<file path="src/rtl/q_sample_ctrl.sv">
// q_sample_ctrl: clocked initiator for a q_flop resolver. Drives q_clk, waits on the
// synchronized ack/out handshake and hands each resolved bit to a valid/ready consumer.
module q_sample_ctrl #(
  parameter int SYNC_STAGES = 2,
  parameter int TIMEOUT     = 16,
  parameter int CNT_W       = 16
) (
  input  logic             clk,
  input  logic             rst_l,
  input  logic             req,
  output logic             q_clk,
  input  logic             q_ack,
  input  logic             q_out,
  output logic             res_valid,
  output logic             res_data,
  output logic             res_err,
  input  logic             res_ready,
  output logic             busy,
  output logic [CNT_W-1:0] sample_cnt,
  output logic [CNT_W-1:0] timeout_cnt
);

  typedef enum logic [2:0] {
    ST_IDLE,
    ST_SAMPLE,
    ST_WAIT_RES,
    ST_RELEASE,
    ST_WAIT_IDLE,
    ST_OUTPUT
  } state_t;

  localparam logic [CNT_W-1:0] TIMER_LAST = CNT_W'(TIMEOUT - 1);
  localparam logic [CNT_W-1:0] CNT_MAX    = '1;

  state_t                 state_q, state_d;
  logic [SYNC_STAGES-1:0] ack_sync_q, ack_sync_d;
  logic [SYNC_STAGES-1:0] out_sync_q, out_sync_d;
  logic [CNT_W-1:0]       timer_q, timer_d;
  logic [CNT_W-1:0]       sample_cnt_q, sample_cnt_d;
  logic [CNT_W-1:0]       timeout_cnt_q, timeout_cnt_d;
  logic                   res_data_q, res_data_d;
  logic                   res_err_q, res_err_d;
  logic                   res_valid_q, res_valid_d;
  logic                   q_clk_q, q_clk_d;
  logic                   ack_s, out_s;

  assign ack_s = ack_sync_q[SYNC_STAGES-1];
  assign out_s = out_sync_q[SYNC_STAGES-1];

  // State register: every flop of the block, including the synchronizer chains.
  always_ff @(posedge clk) begin
    if (!rst_l) begin
      state_q       <= ST_IDLE;
      ack_sync_q    <= '1;
      out_sync_q    <= '1;
      timer_q       <= '0;
      sample_cnt_q  <= '0;
      timeout_cnt_q <= '0;
      res_data_q    <= 1'b0;
      res_err_q     <= 1'b0;
      res_valid_q   <= 1'b0;
      q_clk_q       <= 1'b1;
    end else begin
      state_q       <= state_d;
      ack_sync_q    <= ack_sync_d;
      out_sync_q    <= out_sync_d;
      timer_q       <= timer_d;
      sample_cnt_q  <= sample_cnt_d;
      timeout_cnt_q <= timeout_cnt_d;
      res_data_q    <= res_data_d;
      res_err_q     <= res_err_d;
      res_valid_q   <= res_valid_d;
      q_clk_q       <= q_clk_d;
    end
  end

  // Next-state and datapath logic.
  always_comb begin
    ack_sync_d    = {ack_sync_q[SYNC_STAGES-2:0], q_ack};
    out_sync_d    = {out_sync_q[SYNC_STAGES-2:0], q_out};
    state_d       = state_q;
    timer_d       = timer_q;
    sample_cnt_d  = sample_cnt_q;
    timeout_cnt_d = timeout_cnt_q;
    res_data_d    = res_data_q;
    res_err_d     = res_err_q;
    case (state_q)
      ST_IDLE: begin
        if (req && ack_s) state_d = ST_SAMPLE;
      end
      ST_SAMPLE: begin
        timer_d = '0;
        state_d = ST_WAIT_RES;
      end
      ST_WAIT_RES: begin
        // A resolution seen on the last timer cycle still counts as a good sample.
        if (!ack_s) begin
          res_data_d = out_s;
          res_err_d  = 1'b0;
          state_d    = ST_RELEASE;
        end else if (timer_q == TIMER_LAST) begin
          res_data_d = 1'b0;
          res_err_d  = 1'b1;
          state_d    = ST_RELEASE;
        end else begin
          timer_d = timer_q + 1'b1;
        end
      end
      ST_RELEASE: begin
        timer_d = '0;
        state_d = ST_WAIT_IDLE;
      end
      ST_WAIT_IDLE: begin
        if (ack_s) begin
          state_d = ST_OUTPUT;
        end else if (timer_q == TIMER_LAST) begin
          res_err_d = 1'b1;
          state_d   = ST_OUTPUT;
        end else begin
          timer_d = timer_q + 1'b1;
        end
      end
      ST_OUTPUT: begin
        if (res_ready) begin
          state_d      = ST_IDLE;
          sample_cnt_d = sample_cnt_q + 1'b1;
          if (res_err_q && (timeout_cnt_q != CNT_MAX)) timeout_cnt_d = timeout_cnt_q + 1'b1;
        end
      end
      default: state_d = ST_IDLE;
    endcase
  end

  // Outputs: q_clk follows the current state one cycle later, res_valid tracks OUTPUT.
  always_comb begin
    q_clk_d     = !((state_q == ST_SAMPLE) || (state_q == ST_WAIT_RES));
    res_valid_d = (state_d == ST_OUTPUT);
  end

  assign q_clk       = q_clk_q;
  assign res_valid   = res_valid_q;
  assign res_data    = res_data_q;
  assign res_err     = res_err_q;
  assign busy        = (state_q != ST_IDLE);
  assign sample_cnt  = sample_cnt_q;
  assign timeout_cnt = timeout_cnt_q;

endmodule

</file>
<file path="config.mk">
export PLATFORM = sky130hd
export DESIGN_NAME = q_sample_ctrl
export DESIGN_NICKNAME = d
export VERILOG_FILES = /design/src/rtl/q_sample_ctrl.sv
export SDC_FILE = /design/constraint.sdc
export NUM_CORES = 1
export LEC_CHECK = 0
export CORE_ASPECT_RATIO = 1.75
export CORE_UTILIZATION = 38
export DETAILED_ROUTE_END_ITERATION = 10
export MAX_ROUTING_LAYER = met4
export PLACE_DENSITY = 0.71
export SKIP_LAST_GASP = 1
export SLEW_MARGIN = 25
export SYNTH_ARGS = -nofsm -noshare
export SYNTH_HDL_FRONTEND = slang
export SYNTH_SLANG_ARGS = --single-unit
</file>
<file path="constraint.sdc">
create_clock -name clk -period 1.93 [get_ports clk]
set_input_delay 0.193 -clock clk [delete_from_list [all_inputs] [get_ports clk]]
set_output_delay 0.193 -clock clk [all_outputs]
set_load 0.05 [all_outputs]
</file>
* Word-level counts from Yosys, hierarchy flattened
Index checks and enable logic that the tools add are counted.
Operators by class: add/sub/neg operators 3, reduce and logical (&&, ||, !) cells 14, multiplexer cells 17, eq/ne operators 11
Operators with widths (number):
- 16-bit by 1-bit adder with 16-bit output, second input constant | 3
- 16-bit 2-to-1 mux | 3
- 16-bit case mux with 3 select lines | 1
- 3-bit 2-to-1 mux | 6
- 3-bit case mux with 6 select lines | 1
- 16-bit by 4-bit equality test with 1-bit output, second input constant | 1
- 16-bit inequality test, second input constant | 1
- 3-bit equality test, second input constant | 3
- 3-bit by 2-bit equality test with 1-bit output, second input constant | 2
- 2-bit AND reduction | 3
- 3-bit AND reduction | 2
- 3-bit nonzero test | 2
- 1-bit 2-to-1 mux | 5
- 2-bit inequality test, second input constant | 2
- 3-bit by 1-bit equality test with 1-bit output, second input constant | 1
- 3-bit zero test | 1
- 1-bit logical AND | 2
- 2-bit by 1-bit inequality test with 1-bit output, second input constant | 1
- 1-bit case mux with 2 select lines | 1
- 2-bit nonzero test | 1
- 2-bit OR reduction | 1
- 1-bit zero test | 1
- 1-bit logical OR | 1
Storage, ports and cells: output and inout bits 37, register bits after elaboration 59

* Longest topological paths before layout
depth in word-level cells 5, mapped depth 7, mapped depth without buffers 5

* Worst setup path after synthesis
No wires, ideal clock.
kind register to register, start point reg timeout_cnt_q[0] (netlist: timeout_cnt[0]), end point reg timeout_cnt_q[14] (netlist: timeout_cnt[14]), cell stages (with the launch flop) 7, slack -0.250 ns, clock period less this slack 2.180 ns, arrival 2.109 ns, path through dfxtp_1 ha_1 and3_1 clkbuf_1 nand4_1 or4_1 a21oi_1
Between the ends: word-level cells in the longest chain between the ends 3, elaborated cells on any way between the ends 4
RTL lines:
- from (decl) | line 40 | logic [CNT_W-1:0] timeout_cnt_q, timeout_cnt_d;
- from (signal assigned) | line 69 | timeout_cnt_q <= timeout_cnt_d;
- branches (longest 3 deep; another with 16-bit by 1-bit adder with 16-bit output)
Parallel ways; which one is timed is not known. A chain may end at the register's enable or synchronous reset.

* Worst setup path after layout
start point reg timer_q[6], end point reg timer_q[15]
Between the ends: word-level cells in the longest chain between the ends 4, elaborated cells on any way between the ends 6
RTL lines:
- from (decl) | line 38 | logic [CNT_W-1:0] timer_q, timer_d;
- from (signal assigned) | line 67 | timer_q <= timer_d;
- 16-bit by 1-bit adder with 16-bit output or 16-bit by 4-bit equality test with 1-bit output (tied branches)
- 16-bit 2-to-1 mux (*) | line 101, 116
- 16-bit 2-to-1 mux, on equally long branches | line 114, 97
- 16-bit case mux with 3 select lines (*) | line 87 | case (state_q)
Mark *: on every way between the ends. The rest lies on a longest branch, timed or not. The select of a mux whose other input is x is not followed.

==> metrics.csv <==
stage,metric,value,unit
sta,fin crit share,94.8,%
synthesis,Syn Nets,346,
global_routing,busiest grt layer,met2,
synthesis,synth unique cells,49,
worst_hold_path,hold endpoint,out_sync_q[1],
critical_path,CP peak stage delay,0.64,ns
synthesis,XOR/XNOR Fraction of Synth Area,3.26,%
floorplan,core region area,7570,sq um
sta,FMAX,547,MHz
critical_path,reg2reg end,timer_q[15],
clock_tree,CTS root buffer,clkbuf_16,
sta,Clock Skew,0.00493,ns
global_routing,first-pass GRT wire length,12100,um
clock_tree,postcts setup bufs,0,
clock_tree,CTS tree,done,
global_routing,largest net degree at the start of global routing,23,
critical_path,reg2reg path depth,5,
synthesis,Adder-Cell Fraction of Synth Area,1.27,%
power_and_ir_drop,Total Power,3.11,mW
routing,Iteration-0 DRC Markers,184,
synthesis,ys flop type,dfxtp_1,
floorplan,Top Ports,43,
run_status,status,"complete, no violations",
job,max_cap viols,0,
critical_path,family with the most delay on the worst path,simple AND/OR/NAND/NOR gates,
synthesis,"Avg Cell Area, Syn",8.77,sq um
sta,Least-Margin Pin Slew,0.540,ns
critical_path,Worst EP required,2.14,ns
finish,Final #Nets,409,
synthesis,#FFs+latches synth,59,
routing,drt drc,0,
clock_tree,clock slew at reported path FFs,0.05,ns
synthesis,Post-Syn Area,2950,sq um
synthesis,"EDFF count, synth",0,
placement,routability congestion estimate,0.842,
sta,post-route setup TNS,0,ns
synthesis,post-synthesis mux area share,3.73,%
worst_hold_path,worst min-delay path class,reg -> reg,
placement,dpl ws,-0.142,ns
global_routing,M2 GR Usage,31.1,%
finish,Layout fillers,727,
power_and_ir_drop,VDD IR-drop max,518,uV
power_and_ir_drop,PD cells,785,nW/um^2
global_routing,grt ovf,0,
synthesis,asr flop ratio synth,0,%
critical_path,Critical Path Sink Type,flip-flop,
floorplan,Chip Height,119,um
critical_path,"Buf+Inv Stages, Crit Path",1,
clock_tree,CTS sink cnt,59,
clock_tree,# H-tree levels,3,
floorplan,Die Wd,68.7,um
clock_tree,worst skew pair latency,0.33,ns
placement,Detailed Place HPWL,5140,um
floorplan,num rows,42,
global_routing,total track usage,20.4,%
clock_tree,maximum buffer depth of the clock tree,2,
critical_path,internal reg-to-reg setup slack,0.10,ns
critical_path,worst-path cell chain,or4_1 -> nor4_1 -> buf_4 -> nor4b_1 -> mux2i_1,
sta,"Hold Vio Cnt, Final",0,
finish,share of layout cells above drive strength 1,18.3,%
routing,vias per inst,5.70,
worst_hold_path,Hold Crit Start,out_sync_q[0],
synthesis,compound-gate portion of the synthesized area,15.3,%
critical_path,CP Data Arrival Time,2.04,ns
critical_path,Crit path depth,5,
worst_hold_path,WHS Path Cells,1,
sta,minimum clock period,1.83,ns
synthesis,post-synthesis simple-gate area fraction,32.1,%
finish,Post-Route Utilization,52.3,%
routing,final wirelength,7270,um
global_routing,initial antenna violation count,0,
sta,Final Setup Violations,0,
placement,number of I/O port buffers,42,
floorplan,Starting Density,39.0,%
global_routing,grt met3 use,5.31,%
power_and_ir_drop,leakage,1.36,nW
routing,drt wl/cell,14.8,um
routing,1st-pass router iterations,4,
global_routing,GR Util met1,23.7,%
critical_path,crit path launch type,flip-flop,
critical_path,Setup CP Type,reg -> reg,
finish,ANT cells,0,
critical_path,worst r2r src,timer_q[6],
critical_path,CP max FO,11,
sta,Final Slew Violations,0,
finish,"commonest cells after routing, fill and taps aside","dfxtp_1 (41), clkdlybuf4s50_1 (41), buf_4 (31), a21oi_1 (30), nand2_1 (30)",
sta,RSZ-0062 raised after global routing,true,
sta,slew margin rel.,63.9,%
critical_path,Crit-path slowest cell,or4_1,
global_routing,vias in the first global route,2633,
routing,vias,2810,
synthesis,main combinational cell family by area after synthesis,simple AND/OR/NAND/NOR gates,
synthesis,Yosys warning count,0,
synthesis,Mapped Cells,337,
finish,area grow syn2layout,34.0,%
floorplan,die area,8140,sq um
clock_tree,cts bufs inserted,9,
routing,antenna-violating nets left,0,
synthesis,register area share after synthesis,40.0,%
sta,post-route setup slack,0.100,ns
[synth_stat cells, types with 3 or more instances]
cell      count  area share [%]
a211oi_1      3            0.76
a21oi_1      30             5.1
and3_1        8             1.7
and4_1        3            0.89
buf_1         4            0.51
buf_2         4            0.68
clkbuf_1      8             1.0
dfxtp_1      59              40
ha_1          3             1.3
inv_1         8             1.0
mux2i_1      11             3.7
nand2_1      30             3.8
nand2b_1     12             2.5
nand3_1      15             2.5
nand3b_1      3            0.76
nand4_1      14             3.0
nor2_1       16             2.0
nor3b_1       4             1.0
nor4_1        7             1.5
o21ai_1       4            0.68
o31ai_1      18             4.6
or3_1         9             1.9
or4_1        22             5.6
xnor2_1       4             1.2
xor2_1        7             2.1
[how the worst max path moves through the flow]
stage | start | to | slack [ns]
CTS | timer_q[6] | timer_q[1] | 0.09
floorplan | sample_cnt[5] | sample_cnt[15] | 0.02
global route | timer_q[6] | timer_q[15] | -0.01
finish | timer_q[6] | timer_q[15] | 0.10
global placement | res_ready | sample_cnt[15] | -0.1
detailed placement | res_ready | sample_cnt[15] | -0.14
[per-layer routing]
metal  up-vias  wire length, um  share of wire [%]
li1       1402                -                  -
met1      1334             2980                 41
met2        59             3820                 52
met3        15              255                3.5
met4         0              228                3.1
met5         -                0                  0
[logic make-up (layout without fill, tap and decap cells)]
family | after synthesis | in the layout
compound gates | 70 | 70
xor+xnor | 11 | 11
fa+ha+maj | 3 | 3
buf+inv | 28 | 96
flops | 59 | 59
mux | 11 | 11
simple gates | 155 | 155
[registers in the layout (all words and copies together) (netlist names)]
| register | cells |
|---|---|
| ack_sync_q | 2 |
| res_data | 1 |
| out_sync_q | 2 |
| timer_q | 16 |
| res_err | 1 |
| res_valid | 1 |
| state_q | 3 |
| sample_cnt | 16 |
| timeout_cnt | 16 |
| q_clk | 1 |
[area by class of cell]
| type | instances | area (sq um) | area share (%) |
|---|---|---|---|
| multi-input combinational | 250 | 1660 | 41.8 |
| sequential | 59 | 1210 | 30.5 |
| timing repair buffer | 72 | 643 | 16.3 |
| clock buffer | 11 | 233 | 5.88 |
| tap | 88 | 110 | 2.78 |
| clock inverter | 5 | 77.6 | 1.96 |
| inverter | 8 | 30.0 | 0.759 |
[stage by stage]
stage | hold WS (ns) | std cells | cell area, sq um
6_report | 0.405 | 493 | 3960
4_1_cts | 0.408 | 493 | 3940
5_1_grt | 0.416 | 493 | 3960
3_3_place_gp | 0.393 | 477 | 3630
2_1_floorplan | 0.294 | 337 | 2980
3_5_place_dp | 0.398 | 477 | 3630
[report_power, final]
group | switching, mW | total, mW | internal [mW]
Sequential | 0.0191 | 1.25 | 1.23
Clock | 0.551 | 1.67 | 1.12
Combinational | 0.107 | 0.181 | 0.0742
[repair_timing]
action                     CTS  global route
setup endpoints to repair    0             5
hold buffers                 0             0
resized for setup            0             3
Power figures use the tool's default switching activity.
